## src/rtl/mul_final_cpa_if.sv

```systemverilog
// Handshake bundle for the multiplier final CPA: tree sum/carry in, product out.
// master drives operands and out_ready; slave is the adder.
interface mul_final_cpa_if #(
  parameter int WIDTH = 64
);
  logic             in_valid;
  logic             in_ready;
  logic [WIDTH-1:0] sum_vec;
  logic [WIDTH-1:0] carry_vec;
  logic             out_valid;
  logic             out_ready;
  logic [WIDTH-1:0] product;

  modport master (
    output in_valid, sum_vec, carry_vec, out_ready,
    input  in_ready, out_valid, product
  );

  modport slave (
    input  in_valid, sum_vec, carry_vec, out_ready,
    output in_ready, out_valid, product
  );
endinterface

```

## src/rtl/mul_final_cpa.sv

```systemverilog
// Two-stage split carry-propagate adder resolving the Wallace-tree sum/carry pair.
// Optional MUL_FINAL_CPA_SKID_EN adds a 2-entry output buffer behind stage 2.
module mul_final_cpa #(
  parameter int WIDTH = 64,
  parameter int SPLIT = 32
) (
  input  logic           clock,
  input  logic           reset_n,
  mul_final_cpa_if.slave io
);
  localparam int HI = WIDTH - SPLIT;

  logic [WIDTH-1:0] b_op;
  logic [SPLIT:0]   lo_sum;
  logic             s1_en;
  logic             s2_en;
  logic             unused_carry_msb;

  logic             s1_valid_q, s1_valid_d;
  logic [SPLIT-1:0] s1_lo_q, s1_lo_d;
  logic             c1_q, c1_d;
  logic [HI-1:0]    a_hi_q, a_hi_d;
  logic [HI-1:0]    b_hi_q, b_hi_d;
  logic             s2_valid_q, s2_valid_d;
  logic [WIDTH-1:0] s2_prod_q, s2_prod_d;

  // The top tree carry would land at weight 2^WIDTH, outside the product.
  assign unused_carry_msb = io.carry_vec[WIDTH-1];
  assign b_op   = {io.carry_vec[WIDTH-2:0], 1'b0};
  assign lo_sum = {1'b0, io.sum_vec[SPLIT-1:0]}
                + {1'b0, b_op[SPLIT-1:0]};

  assign s1_en       = !s1_valid_q || s2_en;
  assign io.in_ready = s1_en;

  always_comb begin
    s1_valid_d = s1_valid_q;
    s1_lo_d    = s1_lo_q;
    c1_d       = c1_q;
    a_hi_d     = a_hi_q;
    b_hi_d     = b_hi_q;
    if (s1_en) begin
      s1_valid_d = io.in_valid;
      if (io.in_valid) begin
        s1_lo_d = lo_sum[SPLIT-1:0];
        c1_d    = lo_sum[SPLIT];
        a_hi_d  = io.sum_vec[WIDTH-1:SPLIT];
        b_hi_d  = b_op[WIDTH-1:SPLIT];
      end
    end
  end

  always_comb begin
    s2_valid_d = s2_valid_q;
    s2_prod_d  = s2_prod_q;
    if (s2_en) begin
      s2_valid_d = s1_valid_q;
      if (s1_valid_q) begin
        s2_prod_d = {a_hi_q + b_hi_q + HI'(c1_q), s1_lo_q};
      end
    end
  end

  always_ff @(posedge clock or negedge reset_n) begin
    if (!reset_n) begin
      s1_valid_q <= 1'b0;
      s1_lo_q    <= '0;
      c1_q       <= 1'b0;
      a_hi_q     <= '0;
      b_hi_q     <= '0;
      s2_valid_q <= 1'b0;
      s2_prod_q  <= '0;
    end else begin
      s1_valid_q <= s1_valid_d;
      s1_lo_q    <= s1_lo_d;
      c1_q       <= c1_d;
      a_hi_q     <= a_hi_d;
      b_hi_q     <= b_hi_d;
      s2_valid_q <= s2_valid_d;
      s2_prod_q  <= s2_prod_d;
    end
  end

`ifdef MUL_FINAL_CPA_SKID_EN
  logic [WIDTH-1:0] buf_q [2];
  logic [WIDTH-1:0] buf_d [2];
  logic             rd_q, rd_d;
  logic             wr_q, wr_d;
  logic [1:0]       cnt_q, cnt_d;
  logic             push;
  logic             pop;

  // Buffer space comes from registers only, cutting out_ready -> in_ready.
  assign s2_en = (cnt_q < 2'd2);
  assign push  = s2_valid_q && s2_en;
  assign pop   = (cnt_q != 2'd0) && io.out_ready;

  always_comb begin
    buf_d = buf_q;
    rd_d  = rd_q;
    wr_d  = wr_q;
    if (push) begin
      buf_d[wr_q] = s2_prod_q;
      wr_d        = ~wr_q;
    end
    if (pop) begin
      rd_d = ~rd_q;
    end
    cnt_d = cnt_q + 2'(push) - 2'(pop);
  end

  always_ff @(posedge clock or negedge reset_n) begin
    if (!reset_n) begin
      buf_q[0] <= '0;
      buf_q[1] <= '0;
      rd_q     <= 1'b0;
      wr_q     <= 1'b0;
      cnt_q    <= 2'd0;
    end else begin
      buf_q[0] <= buf_d[0];
      buf_q[1] <= buf_d[1];
      rd_q     <= rd_d;
      wr_q     <= wr_d;
      cnt_q    <= cnt_d;
    end
  end

  assign io.out_valid = (cnt_q != 2'd0);
  assign io.product   = buf_q[rd_q];
`else
  assign s2_en        = !s2_valid_q || io.out_ready;
  assign io.out_valid = s2_valid_q;
  assign io.product   = s2_prod_q;
`endif

endmodule

```

## src/flat_wrapper.sv

```systemverilog
// flat-port wrapper written by rule: the top's interface ports become plain ports
module mul_final_cpa_flat 
#(
  parameter int WIDTH = 64,
  parameter int SPLIT = 32
)
  (clock, reset_n, io_in_valid, io_sum_vec, io_carry_vec, io_out_ready, io_in_ready, io_out_valid, io_product);
  mul_final_cpa_if #(.WIDTH(WIDTH)) io_i ();
  input  logic clock;
  input  logic reset_n;
  input wire logic [$bits(io_i.in_valid)-1:0] io_in_valid;
  input wire logic [$bits(io_i.sum_vec)-1:0] io_sum_vec;
  input wire logic [$bits(io_i.carry_vec)-1:0] io_carry_vec;
  input wire logic [$bits(io_i.out_ready)-1:0] io_out_ready;
  output wire logic [$bits(io_i.in_ready)-1:0] io_in_ready;
  output wire logic [$bits(io_i.out_valid)-1:0] io_out_valid;
  output wire logic [$bits(io_i.product)-1:0] io_product;
  assign io_i.in_valid = io_in_valid;
  assign io_i.sum_vec = io_sum_vec;
  assign io_i.carry_vec = io_carry_vec;
  assign io_i.out_ready = io_out_ready;
  assign io_in_ready = io_i.in_ready;
  assign io_out_valid = io_i.out_valid;
  assign io_product = io_i.product;
  mul_final_cpa #(.WIDTH(WIDTH), .SPLIT(SPLIT)) u_core (.clock(clock), .reset_n(reset_n), .io(io_i));
endmodule
```

## config.mk

```make
export PLATFORM = sky130hd
export DESIGN_NAME = mul_final_cpa_flat
export DESIGN_NICKNAME = d
export VERILOG_FILES = /design/src/rtl/mul_final_cpa_if.sv /design/src/rtl/mul_final_cpa.sv /design/src/flat_wrapper.sv
export SDC_FILE = /design/constraint.sdc
export NUM_CORES = 1
export LEC_CHECK = 0
export CORE_MARGIN = 2
export CORE_UTILIZATION = 56
export DETAILED_ROUTE_END_ITERATION = 16
export PLACE_DENSITY = 0.92
export REMOVE_ABC_BUFFERS = 1
export SLEW_MARGIN = 20
export SYNTH_ARGS = -nofsm -noshare
export SYNTH_HDL_FRONTEND = slang
export SYNTH_SLANG_ARGS = --single-unit
```

## constraint.sdc

```tcl
create_clock -name clock -period 4.9 [get_ports clock]
set_clock_uncertainty 0.1 [all_clocks]
set_input_delay 0.735 -clock clock [delete_from_list [all_inputs] [get_ports clock]]
set_output_delay 0.735 -clock clock [all_outputs]
set_load 0.005 [all_outputs]
```

==> results.md <==
* Status: finished, final reports clean
* Max-slew violation count at 0
* Die area at 17500 um^2
* Buffers & Inverters on Critical Path at 1
* Clk Latency, worst-skew pair at 0.43 ns
* Initial antenna violation count at 0
* Clock Sinks at 163
* Psw at 1.60 mW
* Fin crit share at 69.4%
* Area contributors post-synth: dfrtp_1, nand2_1, ha_1, o21ai_0, a21o_1
* Total GRT Usage at 28.4%
* Final Wtd Congestion at 0.930
* Worst-case clock buffer depth at 2
* Ys async rst share at 100%
* Max incr delay on CP at 0.48 ns
* Syn. warnings at 0
* Post-layout worst setup margin at 1.50 ns
* Logic pwr share at 34.4%
* R2R Setup Slk at 1.79 ns
* Routed wire length per instance at 16.0 um
* Total Nets Final at 1460
* Hold_buf cts at 0
* Root Driver: clkbuf_16
* Pint at 3.27 mW
* Die extent in y at 132 um
* Via density at 5.61
* Post-Synth XOR/XNOR Area at 4.93%
* Adder-cell share of the synthesized area at 8.91%
* Vias post-DR at 8378
* Cell Area, Synth at 9240 um^2
* HPWL after DPL at 17600 um
* Delay-heaviest family, CP: compound AO/OA/AOI/OAI gates
* Ant diodes at 0
* RSZ-0062 raised after global routing: no
* Number of synthesized register bits at 163
* First-pass GRT wire length at 40400 um
* Post-synthesis compound-gate area fraction at 17.6%
* Crit-path cells: clkdlybuf4s50_1 -> ha_1 -> a211oi_2 -> o211ai_1 -> a2111oi_0 -> nor3_1 -> a221o_1 -> a221oi_1 -> o22ai_1
* WL final at 23900 um
* Total gr overflow at 0
* Flop pwr share at 38.0%
* Largest net degree at the start of global routing at 98
* Starting density of the core at 57.7%
* Setup bufs post-CTS at 0
* Switch share at 32.9%
* Post-synthesis cell count at 1089
* HP Class: input pin to asynchronous set/reset pin
* Antenna-violating nets left at 0
* Seq/Total Area, Yosys at 44.2%
* Setup Viol. Count Final at 0
* I/O Pins at 198
* CTS resizes at 0
* CTS tree: yes
* Post-Synth Simple-Gate Area at 21.9%
* Layout cells sized above 1 at 4.46%
* H-tree depth at 4
* Avg Inst Size Synth at 8.48 um^2
* Static leakage at 5.76 nW
* Clock Power Share at 27.6%
* Worst Max-Slew Pin Slew at 0.910 ns
* Number of enable flip-flop cells after synthesis at 0
* Die width at 132 um
* Top_reg_cell synth: dfrtp_1
* CP arrival at 3.60 ns
* CP max stage cell: a2111oi_0
* Starting DRC count in detailed routing at 583
* Multiplexer area fraction after synthesis at 0.122%
* Synth area leader: dfrtp_1
* Max Cap Viol at 0
* Worst path required time at 5.10 ns
* Worst setup SP type: input pin
* Inserted Clock Buffers at 17
* Crit path kind: input pin to flip-flop
* Headroom to the max-slew limit at 39.3%
* Largest family of logic cells by synthesized area: simple AND/OR/NAND/NOR gates
* Core Rows at 46
* DR pass1 iterations at 5
* Power per cell area at 407 nW/um^2
* # fillers at 1199
* Kind of end point of the critical path: flip-flop
* Share of the synthesized area in the top cell type at 44.2%
* Max Fclk at 0.294 GHz
* DRC viols at 0
* Synth unique cells at 62
* Synthesis-to-layout area growth at 29.5%
* Worst-path fanout max at 4
* Tmin final at 3.40 ns
* Worst slack, placed at 1.17 ns
* Vias in the first global route at 8330
* I/O Buffers at 196
* Setup TNS at 0 ns
* CTS clk-pin slew, worst paths at 0.07 ns
* Core area at 16000 um^2
* Highest ir drop seen on vdd at 246 uV
* Hold Vio Cnt, Final at 0
## stage by stage
stage               total power, mW  hold WS (ns)  cells  utilization [%]  area [um^2]
finish                         4.87         0.286   1493             74.7        12000
global route                   5.16         0.363   1493             74.7        12000
floorplan                      2.74         0.339   1041                -         9060
CTS                            4.89         0.322   1493             74.7        12000
detailed placement             3.52         0.352   1461             71.0        11400
global placement               3.45         0.346   1461             71.0        11400
## routing by layer
| layer | vias up | routed length (um) | share of wire (%) | GRT usage, % |
|---|---|---|---|---|
| met5 | - | 0 | 0 | 0 |
| met3 | 68 | 995 | 4.2 | 4.94 |
| met4 | 0 | 1000 | 4.2 | 12.8 |
| met2 | 269 | 12100 | 51 | 49.0 |
| met1 | 3976 | 9840 | 41 | 35.1 |
| li1 | 4065 | - | - | - |
## power by group through the flow
stage | Combinational, mW | Sequential (mW) | Clock (mW)
final | 1.67 | 1.85 | 1.35
after global routing | 1.85 | 1.88 | 1.43
after CTS | 1.68 | 1.85 | 1.36
after detailed placement | 1.65 | 1.86 | 0
after global placement | 1.60 | 1.85 | 0
after floorplan | 0.896 | 1.84 | 0
## cell families (layout without fill, tap and decap cells)
kind of cell	after synthesis	in the layout
compound gates	253	253
xor+xnor	52	52
fa+ha+maj	64	64
buf+inv	60	248
flops	163	163
mux	1	1
simple gates	496	496
## layout make-up
cell class	instances	area, um^2	share of cell area, %
Sequential cell	163	4080	34.1
Clock inverter	15	170	1.42
Inverter	12	45.0	0.377
Timing Repair Buffer	204	2020	16.9
Tap cell	216	270	2.26
Clock buffer	17	425	3.56
Multi-Input combinational cell	866	4940	41.3
## cell usage in the layout, fill, tap and decap left out, types with 17 or more instances in the layout
cell / instances
nand2_1: 400
clkdlybuf4s50_1: 195
dfrtp_1: 163
o21ai_0: 64
ha_1: 61
a21oi_1: 53
a21o_1: 38
nor2_1: 29
xor2_1: 27
xnor2_1: 25
o21ai_1: 23
clkbuf_16: 17
## synth_stat cells, drive strengths merged, types with 3 or more instances
cell / number
nor2b: 6
fa: 3
nor2: 29
o21a: 8
inv: 12
and2: 4
xnor2: 25
buf: 3
clkbuf: 45
o41ai: 3
nand4: 7
and3: 6
a21oi: 53
o21ai: 88
xor2: 27
ha: 61
o31a: 3
nor3: 15
nand2: 402
o211ai: 7
a41oi: 4
nand2b: 8
dfrtp: 163
a211oi: 10
a21o: 39
o31ai: 8
a31oi: 6
nand3: 12
o21bai: 3
## state kept, by name, summed over array words and instances, names as in the netlist
signal and count:
u_core.s1_valid_q 1, u_core.a_hi_q 32, u_core.s1_lo_q 32, u_core.io.out_valid 1, u_core.c1_q 1, u_core.io.product 64, u_core.b_hi_q 32
## final timing paths
check / endpoint / cells past startpoint / from
max in group asynchronous: u_core.io.product[31] / 2 / reset_n
worst max register to register: u_core.io.product[60] / 10 / u_core.c1_q
min in group clock: u_core.io.product[14] / 2 / u_core.s1_lo_q[14]
worst min register to register: u_core.io.product[14] / 2 / u_core.s1_lo_q[14]
worst max-delay path: u_core.c1_q / 9 / io_carry_vec[1]
worst min-delay path: u_core.io.product[4] / 1 / reset_n
Note: power is estimated with default switching activity, not from simulation.
